**src/rtl/res_drain.sv**
```systemverilog
// res_drain: streams GEMV result BRAM entries out as rounded, optionally ReLU'd, saturated int8 values.
package accelerator_config_pkg;
  localparam int MAX_ROWS = 16;
endpackage

module res_drain #(
  parameter int DATA_WIDTH = 32,
  parameter int DEPTH = accelerator_config_pkg::MAX_ROWS,
  parameter int ADDR_WIDTH = $clog2(DEPTH),
  parameter int OUT_WIDTH = 8
) (
  input  logic                  clk,
  input  logic                  rst,
  input  logic                  start,
  input  logic [ADDR_WIDTH:0]   num_rows,
  input  logic [4:0]            shift,
  input  logic                  relu_en,
  output logic                  busy,
  output logic                  done,
  output logic                  rd_en,
  output logic [ADDR_WIDTH-1:0] rd_addr,
  input  logic [DATA_WIDTH-1:0] rd_data,
  output logic                  out_valid,
  input  logic                  out_ready,
  output logic [OUT_WIDTH-1:0]  out_data,
  output logic [ADDR_WIDTH-1:0] out_index,
  output logic                  out_last
);
  typedef enum logic [1:0] {IDLE, RUN, FIN} state_t;
  localparam logic signed [DATA_WIDTH:0] QMAX = (DATA_WIDTH+1)'(2**(OUT_WIDTH-1)-1);
  localparam logic signed [DATA_WIDTH:0] QMIN = ~QMAX;
  state_t state;
  logic [ADDR_WIDTH:0] rows_q, issued, rows_in;
  logic [4:0] sh_q;
  logic relu_q, cap, cap_last, wp, rp, pop, issue;
  logic [ADDR_WIDTH-1:0] cap_idx;
  logic [1:0] cnt;
  logic [OUT_WIDTH-1:0] f_data [2];
  logic [ADDR_WIDTH-1:0] f_idx [2];
  logic f_last [2];
  logic signed [DATA_WIDTH:0] ext, bias, rnd, v;
  logic [OUT_WIDTH-1:0] q;
  assign rd_en = issue;
  assign rd_addr = issued[ADDR_WIDTH-1:0];
  assign out_valid = cnt != '0;
  assign out_data = f_data[rp];
  assign out_index = f_idx[rp];
  assign out_last = f_last[rp];
  // Issue counts the same-cycle pop so a full-rate stream never stalls on the 2-entry buffer.
  always_comb begin
    rows_in = (num_rows > (ADDR_WIDTH+1)'(DEPTH)) ? (ADDR_WIDTH+1)'(DEPTH) : num_rows;
    pop = out_valid & out_ready;
    issue = state == RUN && issued < rows_q && 3'(cnt) + 3'(cap) < 3'd2 + 3'(pop);
    ext = {rd_data[DATA_WIDTH-1], rd_data};
    bias = (sh_q == '0) ? '0 : (DATA_WIDTH+1)'(1) << (sh_q - 5'd1);
    rnd = (ext + bias) >>> sh_q;
    v = (relu_q && rnd[DATA_WIDTH]) ? '0 : rnd;
    q = v > QMAX ? QMAX[OUT_WIDTH-1:0] : v < QMIN ? QMIN[OUT_WIDTH-1:0] : v[OUT_WIDTH-1:0];
  end
  always_ff @(posedge clk or negedge rst) begin
    if (!rst) begin
      state <= IDLE;
      busy <= 1'b0;
      done <= 1'b0;
      rows_q <= '0;
      sh_q <= '0;
      relu_q <= 1'b0;
      issued <= '0;
      cap <= 1'b0;
      cap_idx <= '0;
      cap_last <= 1'b0;
      wp <= 1'b0;
      rp <= 1'b0;
      cnt <= '0;
      for (int i = 0; i < 2; i++) begin
        f_data[i] <= '0;
        f_idx[i] <= '0;
        f_last[i] <= 1'b0;
      end
    end else begin
      case (state)
        IDLE: if (start) begin
          rows_q <= rows_in;
          sh_q <= shift;
          relu_q <= relu_en;
          issued <= '0;
          busy <= 1'b1;
          done <= rows_in == '0;
          state <= rows_in == '0 ? FIN : RUN;
        end
        RUN: if (pop && out_last) begin
          state <= FIN;
          done <= 1'b1;
        end
        default: begin
          state <= IDLE;
          busy <= 1'b0;
          done <= 1'b0;
        end
      endcase
      if (issue) issued <= issued + 1'b1;
      cap <= issue;
      cap_idx <= rd_addr;
      cap_last <= issued == rows_q - 1'b1;
      if (cap) begin
        f_data[wp] <= q;
        f_idx[wp] <= cap_idx;
        f_last[wp] <= cap_last;
        wp <= ~wp;
      end
      if (pop) rp <= ~rp;
      cnt <= cnt + 2'(cap) - 2'(pop);
    end
  end
endmodule

```
**config.mk**
```make
export PLATFORM = sky130hd
export DESIGN_NAME = res_drain
export DESIGN_NICKNAME = d
export VERILOG_FILES = /design/src/rtl/res_drain.sv
export SDC_FILE = /design/constraint.sdc
export NUM_CORES = 1
export LEC_CHECK = 0
export BUFFER_PORTS_ARGS = -buffer_cell sky130_fd_sc_hd__buf_2
export CAP_MARGIN = 20
export CELL_PAD_IN_SITES_DETAIL_PLACEMENT = 1
export CELL_PAD_IN_SITES_GLOBAL_PLACEMENT = 2
export CORE_MARGIN = 2
export CORE_UTILIZATION = 35
export CTS_CLUSTER_SIZE = 20
export DETAILED_ROUTE_END_ITERATION = 6
export PLACE_DENSITY_LB_ADDON = 0.1
export SYNTH_ARGS = -nofsm -noshare
export SYNTH_HDL_FRONTEND = slang
export SYNTH_SLANG_ARGS = --single-unit
```
**constraint.sdc**
```tcl
create_clock -name clk -period 7.7 [get_ports clk]
set_input_delay 0.385 -clock clk [delete_from_list [all_inputs] [get_ports clk]]
set_output_delay 0.385 -clock clk [all_outputs]
set_load 0.05 [all_outputs]
```
==> results.toml <==
[cells_and_area]
drive_above_1_share_pct = 17.2
multi_input_area_um2 = 6320
final_cell_mix = "nand2_1, nor2_1, a21oi_1"
diodes = 0
register_area_um2 = 1380
syn2layout_area_growth_pct = 6.90
stdcell_count = 1442
finalNetCount = 1213
nFillCells = 2961
fin_util_pct = 38.0
final_common_cell = "nand2_1"

[pwr]
p_int_mw = 1.34
pwr-share-comb_pct = 75.4
finalPower_mw = 3.22
p_clk_share_pct = 7.3
power.switching_mw = 1.88
power.density_nw_per_um2 = 363
ir_drop_uv = 158
seqPwrFrac_pct = 17.2
leakage_nw = 3.52
switching_share_pct = 58.4

[cts]
cts_setup_buffers = 0
cts_buffer_depth = 2
ctsRootBufferMaster = "clkbuf_16"
post_cts_resized = 0
cts_tree = "yes"
clk_pin_slew_ps = 70
clkLatencyLatePin_ps = 300
holdBufCountCts = 0
clkSinkCount = 55
htreeDepth = 2
numCtsBuffers = 5

[logic_synthesis]
ys_warn_count = 0
ys_seq_area_share_pct = 16.6
synth-async-reset-ratio_pct = 100
ys.flop_type = "dfrtp_1"
synth_cells = 1103
syn_area_per_cell_um2 = 7.52
syn_area_um2 = 8290
ys_seq_elements = 55
syn_nets = 1194
synth_cell_types = 98
synth_edf_count = 0

[timing]
worstMarginPinSlew_ps = 1020
skew_ps = 6.35
relSlewSlack_pct = 31.9
slew_violations = 0
rsz0062_at_grt = "false"
period_minus_slack_ps = 6890
finalSetupViolations = 0
final-hold-violation-count = 0
min_period_over_period_pct = 89.5
clock.fmax_mhz = 145
fin_tns_setup_ps = 0

[critical_path]
cp-start-kind = "flip-flop"
crit_path_end_kind = "flip-flop"
crit_family = "simple AND/OR/NAND/NOR gates"
cp_num_buf_inv = 1
reg2regPathDepth = 18
required_ps = 7890
cp_common_cell = "nand2_1"
slowest_delay_ps = 820
worstPathArrival_ps = 7080
crit_chain = "nor2_1 -> nand2_1 -> nor2_1 -> ha_1 -> nand2_1 -> nor4_2 -> nand2_1 -> a2111oi_2 -> mux2i_1 -> nand2_2 -> nand2_1 -> o22ai_1 -> nor4b_1 -> a41oi_1 -> nor4_2 -> a21oi_1 -> buf_4 -> o311ai_1"
crit_type = "reg2reg"
crit_path_max_fanout = 18
crit_cells = 18
cpMaxStageDelayCell = "nor2_1"

[global_routing]
antenna_found_initial = 0
overflow = 0
track_usage_pct = 26.9
grt_pass1_vias = 8734
grt_pass1_wl_mm = 51.8
grt_max_degree = 56

[routing]
ant_nets = 0
routed_via_density = 6.23
drtIter0Drc = 636
wl_mm = 33.5
drt_first_pass_iters = 5
routed-via-count = 8978
detail_route.wl_per_cell_um = 23.2
drc = 0

[min_path]
hold_path.class = "in2async"

[place]
place.gp.congestion = 0.896
port_buffers = 67
dp_cells = 1434
dp_hpwl_mm = 26.4

[die]
io_pins = 68
die-area_um2 = 24900
start_util_pct = 35.5
row_count = 56
core_um2 = 23300
die_h_um = 158
die_w_um = 158

[flow_run]
maxCapViolations = 0

[outcome]
status = "finished, final reports clean"
[routing by layer]
layer	vias up	global-route usage, %	wire length, um
li1	4249	-	-
met1	4379	39.2	16200
met2	299	41.5	14600
met3	51	4.33	2010
met4	0	5.93	717
met5	-	0	0
[flip-flops by register name, summed over array words and instances, names as in the netlist]
name      flops
busy          1
cap           1
cap_idx       4
cap_last      1
cnt           2
done          1
f_data       16
f_idx         8
f_last        2
issued        5
relu_q        1
rows_q        5
rp            1
sh_q          5
state         1
wp            1
[cell usage after synthesis (16+ instances only)]
| master | instances | share of area, % |
|---|---|---|
| xnor2_1 | 16 | 1.7 |
| nand4_1 | 29 | 2.2 |
| o21ai_0 | 50 | 3.0 |
| nor2_1 | 100 | 4.5 |
| nor3_1 | 52 | 3.1 |
| a21oi_1 | 69 | 4.2 |
| nand3_1 | 36 | 2.2 |
| nand2_1 | 156 | 7.1 |
| ha_1 | 43 | 6.5 |
| a211oi_1 | 19 | 1.7 |
| mux2i_1 | 16 | 1.9 |
| dfrtp_1 | 55 | 17 |
| o211ai_1 | 24 | 2.2 |
| clkbuf_1 | 28 | 1.3 |
| o21a_1 | 18 | 1.6 |
| mux2_2 | 28 | 3.8 |
| buf_6 | 16 | 2.2 |
| inv_1 | 27 | 1.2 |
[stage by stage]
stage               instance area, um^2  setup slack, ps  hold slack [ps]
global placement                   8710             1030              454
floorplan                          8290             2540             89.4
detailed placement                 8710              994              464
finish                             8860              807              212
global route                       8860              470              272
CTS                                8860              954              251
[layout make-up]
class                      count  area share (%)
clock buffer                   5            1.41
timing repair buffer          89            5.79
sequential                    55            15.5
tap                          319            4.50
inverter                      28            1.19
multi-input combinational    943            71.3
clock inverter                 3           0.282
[kinds of logic (layout without fill, tap and decap cells)]
family                     Yosys count  in the layout  share of synthesized area, %
AOI/OAI and AO/OA                  373            373                          33.7
xor gates and xnor gates            22             22                          2.41
adders and majority gates           44             44                          6.73
buffers and inverters              105            125                          7.18
DFF                                 55             55                          16.6
muxes                               51             51                          7.64
other                                1              1                        0.0452
and+or+nand+nor                    452            452                          25.7
[power groups by stage]
stage	combinational [mW]	clock, mW	sequential [mW]
6_report	2.43	0.236	0.554
5_1_grt	2.62	0.257	0.576
4_1_cts	2.40	0.244	0.555
3_5_place_dp	2.39	0	0.560
3_3_place_gp	2.38	0	0.556
2_1_floorplan	1.83	0	0.481
[final timing paths]
check / endpoint / from / slack [ps]
worst min register to register: f_idx[7]$_DFFE_PN0P_ / cap_idx[3]$_DFF_PN0_ / 480
min in group clk: sh_q[0]$_DFFE_PN0P_ / shift[0] / 320
worst max register to register: f_data[1]$_DFFE_PN0P_ / sh_q[2]$_DFFE_PN0P_ / 810
max in group asynchronous: rows_q[4]$_DFFE_PN0P_ / rst / 7000
worst max-delay path: f_data[1]$_DFFE_PN0P_ / sh_q[2]$_DFFE_PN0P_ / 810
worst min-delay path: f_data[11]$_DFFE_PN0P_ / rst / 210
Note: power is estimated with default switching activity, not from simulation.
